$ cat src/rtl/pool_unit.sv
// Streaming pooling element: reduces every WIN signed samples
// to one max, min or floor-average result behind valid/ready.
module pool_unit #(
  parameter int DATA_W = 16,
  parameter int WIN    = 4,
  parameter int CNT_W  = $clog2(WIN)
) (
  input  logic              clk,
  input  logic              reset,
  input  logic              clear,
  input  logic [1:0]        mode,
  input  logic [DATA_W-1:0] in_data,
  input  logic              in_valid,
  output logic              in_ready,
  output logic [DATA_W-1:0] out_data,
  output logic              out_valid,
  input  logic              out_ready,
  output logic [CNT_W-1:0]  win_pos
);

  localparam int ACC_W = DATA_W + CNT_W;
  localparam logic [CNT_W-1:0] LAST = CNT_W'(WIN - 1);
  localparam logic [1:0] MODE_AVG = 2'b01;
  localparam logic [1:0] MODE_MIN = 2'b10;

  logic [CNT_W-1:0]        count_q, count_d;
  logic signed [ACC_W-1:0] acc_q, acc_d;
  logic [1:0]              mode_q, mode_d;
  logic [DATA_W-1:0]       out_data_q, out_data_d;
  logic                    out_valid_q, out_valid_d;

  logic                    first;
  logic                    last;
  logic                    accept;
  logic [1:0]              use_mode;
  logic signed [ACC_W-1:0] sx;
  logic signed [ACC_W-1:0] upd;
  logic [DATA_W-1:0]       res;

  // Only the window-completing sample waits for a stalled result
  always_comb begin
    first    = (count_q == '0);
    last     = (count_q == LAST);
    in_ready = !clear
               && !(last && out_valid_q && !out_ready);
    accept   = in_valid && in_ready;
  end

  // Fold the incoming sample into the window using the latched mode
  always_comb begin
    sx       = {{CNT_W{in_data[DATA_W-1]}}, in_data};
    use_mode = first ? mode : mode_q;
    upd      = sx;
    if (!first) begin
      case (use_mode)
        MODE_AVG: upd = acc_q + sx;
        MODE_MIN: upd = (sx <= acc_q) ? sx : acc_q;
        default:  upd = (sx >= acc_q) ? sx : acc_q;
      endcase
    end
    if (use_mode == MODE_AVG) begin
      res = DATA_W'(upd >>> CNT_W);
    end else begin
      res = upd[DATA_W-1:0];
    end
  end

  // Next-state for window position, accumulator and latched mode
  always_comb begin
    count_d = count_q;
    acc_d   = acc_q;
    mode_d  = mode_q;
    if (clear) begin
      count_d = '0;
      acc_d   = '0;
    end else if (accept) begin
      acc_d   = upd;
      count_d = last ? '0 : count_q + CNT_W'(1);
      if (first) begin
        mode_d = mode;
      end
    end
  end

  // Output register: new result wins over a same-cycle consume
  always_comb begin
    out_data_d  = out_data_q;
    out_valid_d = out_valid_q;
    if (out_valid_q && out_ready) begin
      out_valid_d = 1'b0;
    end
    if (accept && last) begin
      out_data_d  = res;
      out_valid_d = 1'b1;
    end
  end

  // State registers
  always_ff @(posedge clk or posedge reset) begin
    if (reset) begin
      count_q     <= '0;
      acc_q       <= '0;
      mode_q      <= '0;
      out_data_q  <= '0;
      out_valid_q <= 1'b0;
    end else begin
      count_q     <= count_d;
      acc_q       <= acc_d;
      mode_q      <= mode_d;
      out_data_q  <= out_data_d;
      out_valid_q <= out_valid_d;
    end
  end

  assign out_data  = out_data_q;
  assign out_valid = out_valid_q;
  assign win_pos   = count_q;

endmodule

$ cat config.mk
export PLATFORM = sky130hd
export DESIGN_NAME = pool_unit
export DESIGN_NICKNAME = d
export VERILOG_FILES = /design/src/rtl/pool_unit.sv
export SDC_FILE = /design/constraint.sdc
export NUM_CORES = 1
export LEC_CHECK = 0
export CORE_UTILIZATION = 50
export CTS_CLUSTER_DIAMETER = 40
export DETAILED_ROUTE_END_ITERATION = 7
export HOLD_SLACK_MARGIN = 0.03
export MAX_ROUTING_LAYER = met4
export PLACE_DENSITY = 0.82
export SLEW_MARGIN = 20
export SYNTH_ARGS = -nofsm -noshare
export SYNTH_HDL_FRONTEND = slang
export SYNTH_SLANG_ARGS = --single-unit
$ cat constraint.sdc
create_clock -name clk -period 3.3 [get_ports clk]
set_input_delay 0.825 -clock clk [delete_from_list [all_inputs] [get_ports clk]]
set_output_delay 0.825 -clock clk [all_outputs]
set_load 0.1 [all_outputs]
# --- Yosys cells after proc, flatten, opt, wreduce, memory -nomap -nowiden ---
# Cells that the tools add are included.
classes:
  add_sub_neg: 2
  magnitude_cmp: 2
  eq_ne: 3
  n_mux: 13
  bitwise: 1
  n_reduce_logical: 13
op_table:
  columns: ["cell", "count"]
  rows:
  - ["two-way mux 18 bit", 5]
  - ["case mux 18 bit (2 select lines)", 1]
  - ["adder 18 x 16 -> 18 bit", 1]
  - ["greater-or-equal comparator 16 x 18 -> 1 bit", 1]
  - ["<= comparator 16 x 18 -> 1 bit", 1]
  - ["two-way mux 16 bit", 1]
  - ["two-way mux 2 bit", 4]
  - ["logical AND 1 bit", 6]
  - ["equality test 2 bit, second input constant", 2]
  - ["nonzero test 2 bit", 2]
  - ["zero test 1 bit", 3]
  - ["adder 2 x 1 -> 2 bit, second input constant", 1]
  - ["equality test 2 x 1 -> 1 bit, second input constant", 1]
  - ["zero test 2 bit", 1]
  - ["two-way mux 1 bit", 2]
  - ["AND reduction 2 bit", 1]
  - ["NOT 1 bit", 1]
word_totals:
  ff_bits: 39
  inputBits: 23
  output_inout_bits: 20

# --- Longest topological paths before layout ---
logic_depth:
  depth_word: 8
  mapped_depth: 14

# --- Worst setup path before layout ---
# OpenSTA, ideal clock, no wires.
synth_path:
  kind: "register to register"
  startpoint: "register count_q[0], in the netlist win_pos[0]"
  endpoint: "register out_data_q[2], in the netlist out_data[2]"
  setup_time_ns: 0.130
  arrival_time_ns: 4.178
  t_required_ns: 3.170
  setup_slack_ns: -1.008
  path_stages_with_launch: 8
  path_buffers: 0
  synth_period_minus_slack_ns: 4.308
  path_cell_list: "dfrtp_1 -> ha_1 -> a31oi_1 -> nand2_1 -> nor2_1 -> nand2_1 -> o32ai_1 -> a21oi_1"
synth_between:
  elab_chain_len: 7
synth_lines:
  columns: ["element", "line_no", "source"]
  rows:
  - ["from (decl)", "26", "logic [CNT_W-1:0] count_q, count_d;"]
  - ["from (signal assigned)", "107", "count_q <= count_d;"]
  - ["equality test 2 bit", "43", "last = (count_q == LAST);"]
  - ["logical AND 1 bit (2 in a row)", "45", "&& !(last && out_valid_q && !out_ready);"]
  - ["zero test 1 bit", "45", null]
  - ["logical AND 1 bit", "45", null]
  - ["via in_ready", "14", "output logic in_ready,"]
  - ["logical AND 1 bit", "46", "accept = in_valid && in_ready;"]
  - ["logical AND 1 bit", "92", "if (accept && last) begin"]
  - ["to (signal assigned)", "110", "out_data_q <= out_data_d;"]
  - ["to (decl)", "29", "logic [DATA_W-1:0] out_data_q, out_data_d;"]
# The timed path passes the listed nets, and every way through them passes these cells.
# A chain may end at the register's enable or synchronous reset.

# --- Worst setup path after layout ---
layout_path:
  startpoint: "input in_data[4]"
  endpoint: "register out_data_q[3], in the netlist out_data[3]"
layout_between:
  elab_chain_len: 5
layout_lines:
  columns: ["element", "line_no", "source"]
  rows:
  - ["from (decl)", "12", "input logic [DATA_W-1:0] in_data,"]
  - ["greater-or-equal comparator 16 x 18 -> 1 bit / <= comparator 16 x 18 -> 1 bit (equally long branches)", "58, 57", null]
  - ["two-way mux 18 bit (on tied branches)", "58, 57", null]
  - ["case mux 18 bit (2 select lines) *", "55", "case (use_mode)"]
  - ["two-way mux 18 bit *", "54", "if (!first) begin"]
  - ["two-way mux 16 bit *", "61", "if (use_mode == MODE_AVG) begin"]
# Mark *: on every way between the ends. The rest lies on a longest branch, timed or not.

==> run summary <==
STA
• yes — setup repair after global routing missed its margin
• 0.5025 ns — WHS
• 0 — Final Hold Viols
• 0 — Setup-failing EPs final
• 0.009132 ns — Final WS setup
• 61.22% — Slew headroom
• 0.009486 ns — clock skew
• 303.9 MHz — maximum clock frequency
• 0 — Final Slew Violations
• 3.291 ns — clock period minus worst slack
• 0.5781 ns — Worst Max-Slew Pin Slew
• 99.72% — final worst path period share

Clocking
• 5 — number of buffers inserted during clock tree synthesis
• built — TritonCTS clock tree
• clkbuf_8 — root buffer selected by CTS
• 2 — CTS H-Tree Depth
• 0.30 ns — insertion delay of the later-clocked pin in the worst-skew pair
• 2 — buffers from clock root to sink, at most
• 39 — total number of clock tree sinks
• 0.07 ns — Clock transition at path regs

Logic synthesis
• 0 — number of enable flip-flop cells after synthesis
• 26.24% — share of the yosys chip area belonging to registers
• dfrtp_1 — Synth area leader
• 0 — number of warnings reported in the yosys synthesis log
• dfrtp_1 — Primary FF master, synth
• 519 — Post-Synthesis Net Count
• 26.24% — portion of synthesized cell area occupied by the leading cell type
• dfrtp_1 (26%), ha_1 (13%), inv_1 (4.5%) — cell types with the largest area share after synthesis
• 73 — Yosys cell types
• 8.157 um2 — Mapped Avg Cell Area
• 456 — gate count of the mapped netlist
• 39 — flops & latches, synth
• 3720 um2 — cell area after synthesis
• 100.0% — async set-or-reset flop fraction in the synthesized netlist

Place
• -0.7204 ns — DP Worst Slack
• 1.006 — gpl congestion
• 42 — number of buffers inserted by port buffering
• 680 — placed cells
• 9.904 mm — DP Wirelength

Floorplanning
• 7789 um2 — overall die area
• 43 — count of boundary I/O pins
• 88.26 um — Die Width
• 7214 um2 — core area
• 51.56% — effective utilization at floorplan
• 88.26 um — Die Ht
• 31 — row count

Finish
• 451 — total of fill cells in the finished design
• 51.30% — layout overhead on the synthesized area
• 704 — non-filler cells in the finished layout
• 38.35% — share of layout cells above drive strength 1
• buf_4 — most common cell after layout, fill and taps aside
• 0 — diode count
• 667 — fin nets
• buf_4 (129), inv_1 (45), dfrtp_1 (37) — most frequent cells in the layout

Setup path
• 0.34 ns — Critical Path Max Stage Delay
• a31o_1 — most frequent cell on the critical path
• clkdlybuf4s15_1 -> ha_4 -> and4_1 -> o21ai_2 -> a31o_1 -> a31o_1 -> o21a_2 -> buf_6 -> mux2i_4 -> nor2_4 -> a222oi_1 -> buf_4 -> a211oi_1 — CP cell instances
• flip-flop — Worst Setup End Kind
• 3.50 ns — Req. time, crit path
• 3.49 ns — Critical Path AT
• compound AO/OA/AOI/OAI gates — top cell family by delay on the critical path
• input pin — crit path launch type
• 3 — critical path buffer and inverter count
• input pin to flip-flop — kind of critical path
• 8 — maximum fanout count along the critical path
• ha_4 — slowest cell on the critical path

Run
• 0 — max capacitance violation total

Global routing
• 36.63% — GRT Resource Usage Total
• 40 — largest net degree at the start of global routing
• 4197 — number of global-route vias before repair
• 0 — final global-route overflow total
• 0 — number of antenna violations at the first check in global routing
• 21.11 mm — wire length of the first global-routing pass

Routing
• 5 — count of TritonRoute iterations in the first routing pass
• 4421 — DR vias
• 457 — Initial DRC Count
• 20.26 um — average detailed-routed wire length per instance
• 14.26 mm — WL final
• 0 — DRC violation count after routing
• 0 — post-route antenna net violation count
• 6.280 — vias per std cell

Min path
• flip-flop to flip-flop — Tightest Hold Check Type

Power
• 2.446 nW — LEAKAGE
• 3.540 mW — post-route total power
• 629.0 nW/um2 — P per Cell Area
• 0.7290 mV — IR Drop Worst-Case VDD

Outcome
• finished clean — run status

-- Yosys cell counts (3+ instances only) --
cell      number
nor3_1         8
and2_1         5
a31oi_1        8
o31ai_1       11
xnor2_1        6
nand4_1        6
and3_1         5
dfrtp_1       39
a221oi_2       4
o21ai_0       31
o221ai_1       8
nor2b_1        5
clkbuf_1      14
xor2_1         4
o32ai_1        4
a211oi_1       6
nand2b_1       5
o21a_1         3
nor2_1        36
ha_1          39
a21oi_1       28
mux2i_1        3
nand2_1       33
nand3_1       20
or3_1          4
inv_1         45
o211ai_1      10
a221oi_1       6
-- sequential cells by signal, indices dropped and copies added, names as in the netlist --
| name | count |
|---|---|
| out_data | 16 |
| win_pos | 2 |
| out_valid | 1 |
| mode_q | 2 |
| acc_q | 18 |
-- stage by stage --
step,utilization (%),setup TNS [ns],instance area [um2]
after floorplan,-,0,3737
after global placement,68.12,-17.04,4915
after detailed placement,68.12,-18.68,4915
after CTS,74.00,0,5339
after global routing,78.01,-0.6155,5628
final,78.01,0,5628
-- timing repair --
action,in CTS,in global routing
hold buffers,0,0
resized for setup,64,76
pin swaps,33,40
setup buffers,8,8
endpoints found under the setup margin,34,34
endpoints found under the hold margin,0,0
-- final cells by class --
type | instances | area [um2] | share of cell area, %
well taps | 99 | 123.9 | 2.201
clock inverters | 1 | 7.507 | 0.1334
flip-flops and latches | 39 | 978.4 | 17.39
repair buffers | 160 | 1257 | 22.34
clock buffers | 7 | 96.34 | 1.712
multi-input cells | 352 | 2992 | 53.16
inverters | 46 | 172.7 | 3.068
-- logic make-up after synthesis --
logic type	Yosys count	share of synthesized area [%]
compound gates	155	29.77
buf+inv	65	7.198
simple gates	143	19.37
mux	4	1.413
flops	39	26.24
fa+ha+maj	40	13.66
xor+xnor	10	2.354
-- path summary, 6_finish.rpt --
path	start	endpoint	slack [ns]	cells past startpoint
min reg2reg	out_data[8]	out_data[8]	0.50	2
max reg2reg	acc_q[7]	out_data[6]	0.06	15
min	out_data[8]	out_data[8]	0.50	2
max	in_data[4]	out_data[3]	0.009	13
max in group asynchronous	reset	win_pos[1]	1.98	3
min in group asynchronous	reset	out_data[15]	0.94	3
-- worst min-delay path, cell delays in order (launching register included) --
cell and delay (ns):
dfrtp_1 0.35, nand2_1 0.07, o221ai_2 0.05
-- routing by layer --
layer  part of all wire, %  GRT usage, %
met1                    41         49.30
met2                    47         55.87
met3                   8.7         4.384
met4                   3.9         15.25
met5                     0             -
-- report_power, final --
part | leakage [nW] | internal (mW) | total (mW) | switching, mW
clock | 0.0505 | 0.190 | 0.363 | 0.173
combinational | 1.89 | 0.908 | 2.48 | 1.57
sequential | 0.507 | 0.596 | 0.694 | 0.0982
total | 2.45 | 1.69 | 3.54 | 1.84
Note: power is estimated with default switching activity, not from simulation.
